`config.mk`:
```
export PLATFORM = sky130hd
export DESIGN_NAME = commit_retire
export DESIGN_NICKNAME = d
export VERILOG_FILES = /design/src/rtl/commit_retire.sv
export SDC_FILE = /design/constraint.sdc
export NUM_CORES = 1
export LEC_CHECK = 0
export BUFFER_PORTS_ARGS = -buffer_cell sky130_fd_sc_hd__buf_2
export CAP_MARGIN = 30
export CORE_AREA = 2 2 265 267
export DETAILED_ROUTE_END_ITERATION = 8
export DIE_AREA = 0 0 267 269
export GPL_TIMING_DRIVEN = 0
export SYNTH_ARGS = -nofsm -noshare
export SYNTH_HDL_FRONTEND = slang
export SYNTH_SLANG_ARGS = --single-unit
```
`constraint.sdc`:
```
create_clock -name clk_i -period 2.75 [get_ports clk_i]
set_clock_uncertainty 0.1 [all_clocks]
set_input_delay 0.275 -clock clk_i [delete_from_list [all_inputs] [get_ports clk_i]]
set_output_delay 0.275 -clock clk_i [all_outputs]
set_load 0.05 [all_outputs]
```
`src/rtl/commit_retire.sv`:
```
// commit_retire: in-order retirement of scoreboard head entries.
// Drives regfile writes, store commit, CSR sequencing, exceptions, flushes.
//
// Ports:
//   clk_i, rst_i (sync, active-high), halt_i (blocks new commits in IDLE)
//   commit_valid_i/rd_i/rd_fpr_i/fu_i/ex_valid_i/result_i : per-port head
//   commit_ex_cause_i/commit_ex_tval_i : exception info of head (port 0)
//   commit_ack_o, waddr_o, wdata_o, we_gpr_o, we_fpr_o   : per-port retire
//   commit_lsu_o/commit_lsu_ready_i : store commit handshake
//   csr_valid_o, csr_done_i, csr_rdata_i : CSR sequencing
//   exception_*_o, flush_o : registered, one cycle after the event
//   instret_o : retired count; needs COMMIT_RETIRE_INSTRET_EN, else 0
module commit_retire #(
  parameter int NR_COMMIT_PORTS = 2,
  parameter int XLEN = 64
) (
  input  logic                         clk_i,
  input  logic                         rst_i,
  input  logic                         halt_i,
  input  logic [NR_COMMIT_PORTS-1:0]   commit_valid_i,
  input  logic [NR_COMMIT_PORTS*5-1:0] commit_rd_i,
  input  logic [NR_COMMIT_PORTS-1:0]   commit_rd_fpr_i,
  input  logic [NR_COMMIT_PORTS*4-1:0] commit_fu_i,
  input  logic [NR_COMMIT_PORTS-1:0]   commit_ex_valid_i,
  input  logic [NR_COMMIT_PORTS*XLEN-1:0] commit_result_i,
  input  logic [XLEN-1:0]              commit_ex_cause_i,
  input  logic [XLEN-1:0]              commit_ex_tval_i,
  output logic [NR_COMMIT_PORTS-1:0]   commit_ack_o,
  output logic [NR_COMMIT_PORTS*5-1:0] waddr_o,
  output logic [NR_COMMIT_PORTS*XLEN-1:0] wdata_o,
  output logic [NR_COMMIT_PORTS-1:0]   we_gpr_o,
  output logic [NR_COMMIT_PORTS-1:0]   we_fpr_o,
  output logic                         commit_lsu_o,
  input  logic                         commit_lsu_ready_i,
  output logic                         csr_valid_o,
  input  logic                         csr_done_i,
  input  logic [XLEN-1:0]              csr_rdata_i,
  output logic                         exception_valid_o,
  output logic [XLEN-1:0]              exception_cause_o,
  output logic [XLEN-1:0]              exception_tval_o,
  output logic                         flush_o,
  output logic [63:0]                  instret_o
);

  localparam logic [3:0] FU_STORE = 4'd2;
  localparam logic [3:0] FU_CSR   = 4'd6;

  typedef enum logic [1:0] {
    IDLE     = 2'd0,
    CSR_WAIT = 2'd1,
    FLUSH    = 2'd2
  } state_e;

  state_e state_q, state_d;

  logic [4:0]      rd0;
  logic [3:0]      fu0;
  logic            fpr0;
  logic            go0, ex0, csr0, st0;
  logic            ack0, ack1, alu0, ex_take;
  logic            we_gpr0, we_fpr0;
  logic [XLEN-1:0] wdata0;

  logic            flush_q, exc_valid_q;
  logic [XLEN-1:0] exc_cause_q, exc_tval_q;

  assign rd0  = commit_rd_i[4:0];
  assign fu0  = commit_fu_i[3:0];
  assign fpr0 = commit_rd_fpr_i[0];
  assign go0  = !halt_i && commit_valid_i[0];
  assign ex0  = commit_ex_valid_i[0];
  assign csr0 = !ex0 && (fu0 == FU_CSR);
  assign st0  = !ex0 && (fu0 == FU_STORE);

  always_comb begin
    state_d      = state_q;
    ack0         = 1'b0;
    alu0         = 1'b0;
    ex_take      = 1'b0;
    we_gpr0      = 1'b0;
    we_fpr0      = 1'b0;
    commit_lsu_o = 1'b0;
    csr_valid_o  = 1'b0;
    wdata0       = commit_result_i[XLEN-1:0];
    if (!rst_i) begin
      unique case (state_q)
        IDLE: begin
          if (go0) begin
            unique case (1'b1)
              ex0: begin
                ack0    = 1'b1;
                ex_take = 1'b1;
                state_d = FLUSH;
              end
              csr0: begin
                csr_valid_o = 1'b1;
                state_d     = CSR_WAIT;
              end
              st0: begin
                ack0         = commit_lsu_ready_i;
                commit_lsu_o = commit_lsu_ready_i;
              end
              default: begin
                ack0    = 1'b1;
                alu0    = 1'b1;
                we_gpr0 = !fpr0 && (rd0 != 5'd0);
                we_fpr0 = fpr0;
              end
            endcase
          end
        end
        CSR_WAIT: begin
          if (csr_done_i) begin
            ack0    = 1'b1;
            wdata0  = csr_rdata_i;
            we_gpr0 = (rd0 != 5'd0);
            state_d = FLUSH;
          end
        end
        FLUSH: state_d = IDLE;
        default: state_d = IDLE;
      endcase
    end
  end

  assign commit_ack_o[0]  = ack0;
  assign we_gpr_o[0]      = we_gpr0;
  assign we_fpr_o[0]      = we_fpr0;
  assign waddr_o[4:0]     = rd0;
  assign wdata_o[XLEN-1:0] = wdata0;

  generate
    if (NR_COMMIT_PORTS > 1) begin : g_p1
      logic [4:0] rd1;
      logic [3:0] fu1;
      logic       fpr1, clash, ok1;
      assign rd1   = commit_rd_i[9:5];
      assign fu1   = commit_fu_i[7:4];
      assign fpr1  = commit_rd_fpr_i[1];
      // Same-file same-rd pairs are split so the later write wins.
      assign clash = (fpr1 == fpr0) && (rd1 == rd0);
      assign ok1   = alu0 && commit_valid_i[1] &&
                     !commit_ex_valid_i[1] &&
                     (fu1 != FU_CSR) && (fu1 != FU_STORE) &&
                     !clash;
      assign ack1            = ok1;
      assign commit_ack_o[1] = ok1;
      assign we_gpr_o[1]     = ok1 && !fpr1 && (rd1 != 5'd0);
      assign we_fpr_o[1]     = ok1 && fpr1;
      assign waddr_o[9:5]    = rd1;
      assign wdata_o[2*XLEN-1:XLEN] =
        commit_result_i[2*XLEN-1:XLEN];
    end else begin : g_no_p1
      assign ack1 = 1'b0;
    end
  endgenerate

  always_ff @(posedge clk_i) begin
    if (rst_i) begin
      state_q <= IDLE;
    end else begin
      state_q <= state_d;
    end
  end

  always_ff @(posedge clk_i) begin
    if (rst_i) begin
      flush_q     <= 1'b0;
      exc_valid_q <= 1'b0;
      exc_cause_q <= '0;
      exc_tval_q  <= '0;
    end else begin
      flush_q     <= (state_d == FLUSH);
      exc_valid_q <= ex_take;
      if (ex_take) begin
        exc_cause_q <= commit_ex_cause_i;
        exc_tval_q  <= commit_ex_tval_i;
      end
    end
  end

  assign flush_o           = flush_q;
  assign exception_valid_o = exc_valid_q;
  assign exception_cause_o = exc_cause_q;
  assign exception_tval_o  = exc_tval_q;

`ifdef COMMIT_RETIRE_INSTRET_EN
  logic [63:0] instret_q;
  logic        cnt0;
  // A trapping head is acked but did not retire.
  assign cnt0 = ack0 && !ex_take;
  always_ff @(posedge clk_i) begin
    if (rst_i) begin
      instret_q <= '0;
    end else begin
      instret_q <= instret_q + 64'(cnt0) + 64'(ack1);
    end
  end
  assign instret_o = instret_q;
`else
  assign instret_o = '0;
`endif

endmodule
```
# Yosys cells after proc, flatten, opt, wreduce, memory -nomap -nowiden
# Index checks and enable logic that the tools add are counted.
# op_classes
mux,38
n_reduce_logical,23
n_eq_ne,8
# op_table
op,count
64-bit two-way mux,3
1-bit two-way mux,27
1-bit logical AND,13
5-bit nonzero test,2
2-bit case mux with 2 select lines,2
1-bit logical NOT,6
2-bit two-way mux,3
1-bit case mux with 2 select lines,3
5-bit equality test,1
4-bit by 2-bit equality test with 1-bit output (second input constant),1
4-bit by 3-bit equality test with 1-bit output (second input constant),1
4-bit by 2-bit inequality test with 1-bit output (second input constant),1
4-bit by 3-bit inequality test with 1-bit output (second input constant),1
3-bit OR reduction,1
2-bit by 1-bit equality test with 1-bit output (second input constant),1
2-bit equality test (second input constant),1
2-bit logical NOT,1
1-bit equality test,1
# totals
wordCells,74
output_inout_bits,340
ff_bits,132

# Logic depth before layout (Yosys ltp)
# Gate-level depths: netlist of the first run.
# depth
depth_word,14
depth_mapped,7
ltp_nobuf,5

# Worst setup path after synthesis of the first run
# No wires, ideal clock.
# synth_timing
kind,flip-flop to output port
from,reg state_q[0]
to,out we_gpr_o[1]
stages_incl_launch_ff,5
slack_ps,-100
t_arrival_ps,2475
path_cell_list,dfxtp_1 > or4b_4 > nor4_1 > o211a_1 > nor3b_1
# synth_via
elab_chain_len,10
# synth_rtl
element,line,source
"start, declared",54,"state_e state_q, state_d;"
"start signal, assigned",162,state_q <= state_d;
2-bit logical NOT,86,unique case (state_q)
1-bit two-way mux,86,
1-bit two-way mux,85,if (!rst_i) begin
1-bit logical AND (2 in series),142,assign ok1 = alu0 && commit_valid_i[1] &&
1-bit logical AND,143,!commit_ex_valid_i[1] &&
1-bit logical AND (2 in series),144,(fu1 != FU_CSR) && (fu1 != FU_STORE) &&
net ack1,60,"logic ack0, ack1, alu0, ex_take;"
1-bit logical AND (2 in series),148,assign we_gpr_o[1] = ok1 && !fpr1 && (rd1 != 5'd0);
"end, declared",31,"output logic [NR_COMMIT_PORTS-1:0] we_gpr_o,"
# The timed path passes the listed nets, and every way through them passes these cells.

# Final worst setup path of the first run
# layout_timing
from,reg state_q[0]
to,out we_gpr_o[0]
# layout_via
elab_chain_len,3
word_cells_on_any_way,4
classes_between,1 x eq/ne; 2 x mux; 1 x reduce/logical
# layout_rtl
element,line
2-bit by 1-bit equality test with 1-bit output or 2-bit logical NOT (tied branches),86
1-bit case mux with 2 select lines *,86
1-bit two-way mux *,85
# Every way passes the cells marked *; elsewhere a longest branch is shown, timed or not.

==> results of run 1 <==
## through the flow
stage | setup slack (ps) | power, mW | cell area (µm²)
after floorplan | 282 | 3.20 | 6750
after global placement | -952 | 3.70 | 10700
after detailed placement | -560 | 3.72 | 10800
after CTS | -177 | 6.31 | 12800
after global routing | -199 | 6.46 | 12900
final | -98.2 | 6.21 | 12900
## placed cells by master (no fill, tap or decap), drive strengths merged, types with 2 or more instances in the layout
cell / synthesis / final
inv: 3 / 11
diode: 0 / 3
nand3: 129 / 129
dlygate4sd3: 0 / 129
nor2: 5 / 5
nand2: 259 / 259
clkbuf: 34 / 53
buf: 157 / 724
or4: 3 / 3
and2: 2 / 2
conb: 1 / 64
dfxtp: 132 / 132
nor3b: 3 / 3
clkinvlp: 0 / 3
nand2b: 3 / 3
mux2: 64 / 64
nor3: 2 / 2
clkinv: 0 / 3
xnor2: 6 / 6
## path summary, 6_finish.rpt
kind | startpoint | endpoint
setup / recovery | state_q[0] | we_gpr_o[0]
hold / removal | exception_tval_o[22] | exception_tval_o[22]
setup reg to reg | state_q[0] | exception_cause_o[17]
hold reg to reg | exception_tval_o[22] | exception_tval_o[22]
## tightest hold or removal path: stages, from the launching register on
cell and delay (ps):
dfxtp_1 310, nand3_1 60, nand2_1 50
## repair_timing
| action | CTS | global route |
|---|---|---|
| hold endpoints to repair | 129 | 0 |
| setup endpoints to repair | 169 | 45 |
| hold buffers | 129 | 0 |
| setup buffers | 1 | 2 |
| pin swaps | 2 | 2 |
| resized for setup | 29 | 21 |
## area by class of cell
class | count | area, µm²
antenna | 3 | 7.51
buffer | 191 | 1310
clock buffer | 17 | 425
clock inverter | 15 | 164
fill | 7754 | 56400
inverter | 3 | 11.3
multi-input combinational | 552 | 2900
sequential | 132 | 2650
tap | 940 | 1180
timing repair buffer | 698 | 4270
## state kept, by name (all words and copies together) (netlist names)
register / cells
exception_cause_o: 64
flush_o: 1
exception_valid_o: 1
state_q: 2
exception_tval_o: 64
## synth_stat cells
| cell | number |
|---|---|
| mux2_2 | 64 |
| a21oi_1 | 1 |
| buf_1 | 1 |
| nor3_1 | 2 |
| nand4_1 | 1 |
| or4_1 | 3 |
| buf_2 | 14 |
| a21o_1 | 1 |
| and3_1 | 1 |
| nor4b_1 | 1 |
| nor2_1 | 5 |
| conb_1 | 1 |
| a2111oi_1 | 1 |
| nand2b_1 | 3 |
| dfxtp_1 | 132 |
| or4b_4 | 1 |
| a31oi_1 | 1 |
| nand3_1 | 129 |
| nand2_1 | 259 |
| inv_1 | 3 |
| o211a_1 | 1 |
| nor4_1 | 1 |
| xnor2_1 | 6 |
| and2_1 | 2 |
| clkbuf_1 | 34 |
| o21ai_0 | 1 |
| nor3b_1 | 3 |
| nor2b_1 | 1 |
| buf_4 | 142 |
## where the power goes
part	total [mW]	internal (mW)	switching, mW
Combinational	1.82	0.606	1.21
Sequential	2.02	1.98	0.0370
Clock	2.37	1.28	1.09
## per-layer routing
| layer | global-route usage | routed length [µm] | share of wire |
|---|---|---|---|
| met1 | 0.119 | 15600 | 0.40 |
| met2 | 0.161 | 17100 | 0.44 |
| met3 | 0.0523 | 4920 | 0.13 |
| met4 | 0.0518 | 1460 | 0.037 |
| met5 | 0 | 55 | 0.0014 |
## kinds of logic (layout without fill, tap and decap cells)
kind of cell | count (synthesis) | in the layout
compound gates | 6 | 6
xor+xnor | 6 | 6
buf+inv | 194 | 924
flops | 132 | 132
mux | 64 | 64
other cells | 1 | 67
simple gates | 412 | 412
==> flow_summary.toml, run 1 <==
[setup_path]
worst-setup-path-type = "reg -> out"
ff2ff_path_depth = 8
worst_setup_path_start_kind = "flop"
cp.depth = 5
timing.critical_path.slowest_cell_delay_ps = 570
cpMaxStageDelayCell = "or4b_4"
critical-path-top-delay-family = "simple AND/OR/NAND/NOR gates"
worstPathArrival_ps = 2470
cp_cell_sequence = "or4b_4 -> or4_4 -> a2111oi_4 -> buf_4 -> buf_8"
endpoint_kind = "primary output"
critical_path_peak_fanout = 4
worstPathRequired_ps = 2380
slack_of_the_worst_reg_to_reg_path_ps = 390
buffering_stage_count_on_the_worst_path_with_inverters_included = 2

[worst_hold_path]
hold_path_class = "reg -> reg"
holdPathStages = 2

[clock_tree]
htree_levels = 4
cts.clk_slew.worst_paths_ps = 70
ctsLongestPathBuffers = 2
tritoncts = "yes"
cts-buffers-inserted = 17
clock_insertion_delay_worst_skew_ps = 460
clock_sink_count = 132
root_buffer = "clkbuf_16"

[yosys]
synthDominantCellAreaShare = 0.406
ys_seq_area_frac = 0.406
synth_compound_gate_area_share = 0.00672
synth_mux_area_frac = 0.111
synth_xor_area_frac = 0.00807
post_synth_num_cell_types = 29
synthesis.area_per_instance_um2 = 7.99
synth_top_family_by_area = "simple AND/OR/NAND/NOR gates"
synth_simple_gate_area_frac = 0.272
synth-adder-area-share = 0
syn_area_mm2 = 0.00651
postSynthCellCount = 815
ys_seq_elements = 132
synth_top_cells_by_area = "dfxtp_1 41%, buf_4 16%, nand2_1 15%"
yosys_warnings = 0
netlist.top_cell.by_area = "dfxtp_1"

[place]
dpl.hpwl_um = 32800
finalWeightedCongestion = 0.911
dp.cells = 2384
io_buffer_count = 559

[detailed_routing]
drt.antenna.violating_nets = 0
drc_errors = 0
drt-pass1-iter-count = 5
drt_iter0_markers = 284
routed_wl_um = 39200
dr_vias = 8154
post_drt_via_cell_ratio = 3.20
drt-wirelength-per-cell_um = 15.4

[sta]
worst_pin_slew_ps = 730
final-max-slew-violation-count = 0
layout_min_cycle_time_ps = 2850
hold_viol_final = 0
layout_worst_path_cycle_share = 1.04
fmaxAchievable_mhz = 351
hold-worst-slack_ps = 351
layout_setup_ws_ps = -98.2
setup_repair_after_global_routing_missed_its_margin = "yes"
totalNegativeSetupSlack_ps = -98.8
maxSlewHeadroom = 0.512
finalSetupViolCount = 2

[floorplan]
floorplan.die_area_mm2 = 0.0718
io_pins = 689
die_x_um = 267
num_rows = 97
die_y_um = 269
initial_core_util = 0.0940
core_area_mm2 = 0.0693

[global_routing]
grt.overflow.total = 0
grt_pass1_wl_um = 52200
via_count_of_the_first_global_routing_pass = 7784
antenna_found_initial = 7
grt_max_degree = 17
grtUsageTotal = 0.104

[pwr]
power_density_mw_per_mm2 = 481
total_leakage_power_nw = 6.86
vdd_drop_max_uv = 351

[layout]
nNetsFinal = 1944
layout-area-overhead-vs-synth_pct = 98.2
stdcell_count = 2551
final_core_utilization = 0.186
fraction_of_final_layout_cells_sized_beyond_drive_strength_1 = 0.521

[run_status]
outcome = "finished with violations"
failing_checks = "negative setup slack"

[flow_run]
drv.max_cap_violation_count = 0
No activity file was read; power rests on OpenSTA's default activity.
==> run 2, diff against run 1 <==
--- a/config.mk
+++ b/config.mk
@@ -11,6 +11,7 @@
 export DETAILED_ROUTE_END_ITERATION = 8
 export DIE_AREA = 0 0 267 269
 export GPL_TIMING_DRIVEN = 0
+export RECOVER_POWER = 100
 export SYNTH_ARGS = -nofsm -noshare
 export SYNTH_HDL_FRONTEND = slang
 export SYNTH_SLANG_ARGS = --single-unit
==> constraint.sdc (replaced) <==
create_clock -name clk_i -period 2.75 [get_ports clk_i]
set_clock_uncertainty 0.1 [all_clocks]
set_input_delay 0.55 -clock clk_i [delete_from_list [all_inputs] [get_ports clk_i]]
set_output_delay 0.55 -clock clk_i [all_outputs]
set_load 0.05 [all_outputs]
==> run 2 against run 1 <==
Against the previous run: the run still ends with negative setup slack left; largest cell class unchanged; clock-buffer cell count unchanged; setup slack got worse by 310 ps; sequential share of layout area up 0.68 points; via count down 6.5%; die area is the same; power fell by 2.0%; largest power group unchanged.
==> flow_summary.toml, run 2 (synthesis results as in run 1) <==
[global_routing]
via_count_of_the_first_global_routing_pass = 7330
globalRoute.busiestLayer = "met2"
grtUsageMet1 = 0.111
grt_pass1_wl_um = 51100
antenna_found_initial = 4
grtUsageTotal = 0.103
grt_max_degree = 17
grt.overflow.total = 0
gr_util_met2 = 0.169
grt_util_met3 = 0.0570

[sta]
layout_setup_ws_ps = -409
setup_repair_after_global_routing_missed_its_margin = "yes"
final-max-slew-violation-count = 0
worst_pin_slew_ps = 880
finalSetupViolCount = 65
maxSlewHeadroom = 0.416
hold_viol_final = 0
fmaxAchievable_mhz = 317
totalNegativeSetupSlack_ps = -9280
layout_min_cycle_time_ps = 3160
layout_worst_path_cycle_share = 1.15

[layout]
final_common_cell = "buf_2"
mostFrequentLayoutCells = "294 x buf_2, 258 x nand2_1, 234 x clkbuf_1"
final_core_utilization = 0.180
stdcell_count = 2441
layout-area-overhead-vs-synth_pct = 91.8
fraction_of_final_layout_cells_sized_beyond_drive_strength_1 = 0.438
nNetsFinal = 1832

[floorplan]
initial_core_util = 0.0940
die_x_um = 267
die_y_um = 269
io_pins = 689
num_rows = 97
floorplan.die_area_mm2 = 0.0718
core_area_mm2 = 0.0693

[setup_path]
worstPathArrival_ps = 2510
worst_setup_path_start_kind = "flop"
worst-setup-path-type = "reg -> out"
worstPathRequired_ps = 2100
critical_path_peak_fanout = 3
endpoint_kind = "primary output"

[place]
dp.cells = 2381
io_buffer_count = 559
dpl.hpwl_um = 32900
finalWeightedCongestion = 1.03

[clock_tree]
clock_insertion_delay_worst_skew_ps = 460
root_buffer = "clkbuf_16"
cts.clk_slew.worst_paths_ps = 70
htree_levels = 4
cts-buffers-inserted = 17
clock_sink_count = 132
ctsLongestPathBuffers = 2
tritoncts = "yes"

[pwr]
report.power.total_mw = 6.08
total_leakage_power_nw = 6.06
vdd_drop_max_uv = 381
power_density_mw_per_mm2 = 487

[detailed_routing]
drt-pass1-iter-count = 6
routed_wl_um = 39300
post_drt_via_cell_ratio = 3.12
drt.antenna.violating_nets = 0
drt-wirelength-per-cell_um = 16.1
drc_errors = 0
dr_vias = 7622
drt_iter0_markers = 270

[run_status]
failing_checks = "negative setup slack"
outcome = "finished with violations"

[flow_run]
drv.max_cap_violation_count = 0

[worst_hold_path]
hold_path_class = "in -> reg"
[run 2: cell types whose count changed in the layout (fill, tap and decap cells not counted), sizes merged]
| cell | previous run | this run |
|---|---|---|
| clkbuf | 53 | 259 |
| buf | 724 | 535 |
| inv | 11 | 13 |
| clkinvlp | 3 | 4 |
| bufinv | 1 | 0 |
| dlygate4sd3 | 129 | 0 |
| diode | 3 | 5 |
| clkinv | 3 | 1 |
[run 2: critical path, stage by stage (launching register included)]
cell	delay [ps]
dfxtp_2	330
or4b_4	550
or4_4	510
a2111oi_4	340
buf_4	180
buf_8	130
[run 2: metal layers]
layer  vias up  wire length (µm)
met5         -                 0
met4         0              1020
met1      3411             15000
met2       388             18200
met3        36              5080
li1       3787                 -
[run 2: final timing paths]
check,start,endpoint,slack [ps],cells past startpoint
max,state_q[0],we_gpr_o[0],-410,5
min,commit_ex_cause_i[21],exception_cause_o[21],160,3
max reg2reg,state_q[1],exception_cause_o[20],80,11
min reg2reg,exception_cause_o[1],exception_cause_o[1],350,2
[run 2: layout make-up]
cell class	instances	area, µm²
fillers	7947	56800
repair buffers	586	3560
multi-input cells	552	3120
flip-flops and latches	132	2650
plain buffers	191	1400
well taps	940	1180
clock buffers	17	425
clock inverters	15	131
diodes	5	12.5
inverters	3	11.3
[run 2: stage by stage]
step                      setup WS, ps  hold slack [ps]  instance area [µm²]
final                             -409              164                12500
after global routing              -500              126                12500
after CTS                         -511              100                12200
after detailed placement          -634              341                10800
after global placement           -1040              338                10700
after floorplan                  -64.7              522                 6760
[run 2: power breakdown]
| part | total (mW) | leakage [nW] | internal, mW | switching (mW) |
|---|---|---|---|---|
| sequential | 2.02 | 1.07 | 1.98 | 0.0383 |
| combinational | 1.79 | 4.73 | 0.567 | 1.22 |
| clock | 2.27 | 0.263 | 1.19 | 1.09 |
| total | 6.08 | 6.06 | 3.73 | 2.35 |
[run 2: what timing repair did]
item | CTS | global route
pin swaps | 6 | 4
cloned | 0 | 5
buffers inserted | 14 | 4
endpoints found under the setup margin | 182 | 92
hold buffers | 0 | 0
gates resized for setup | 205 | 126
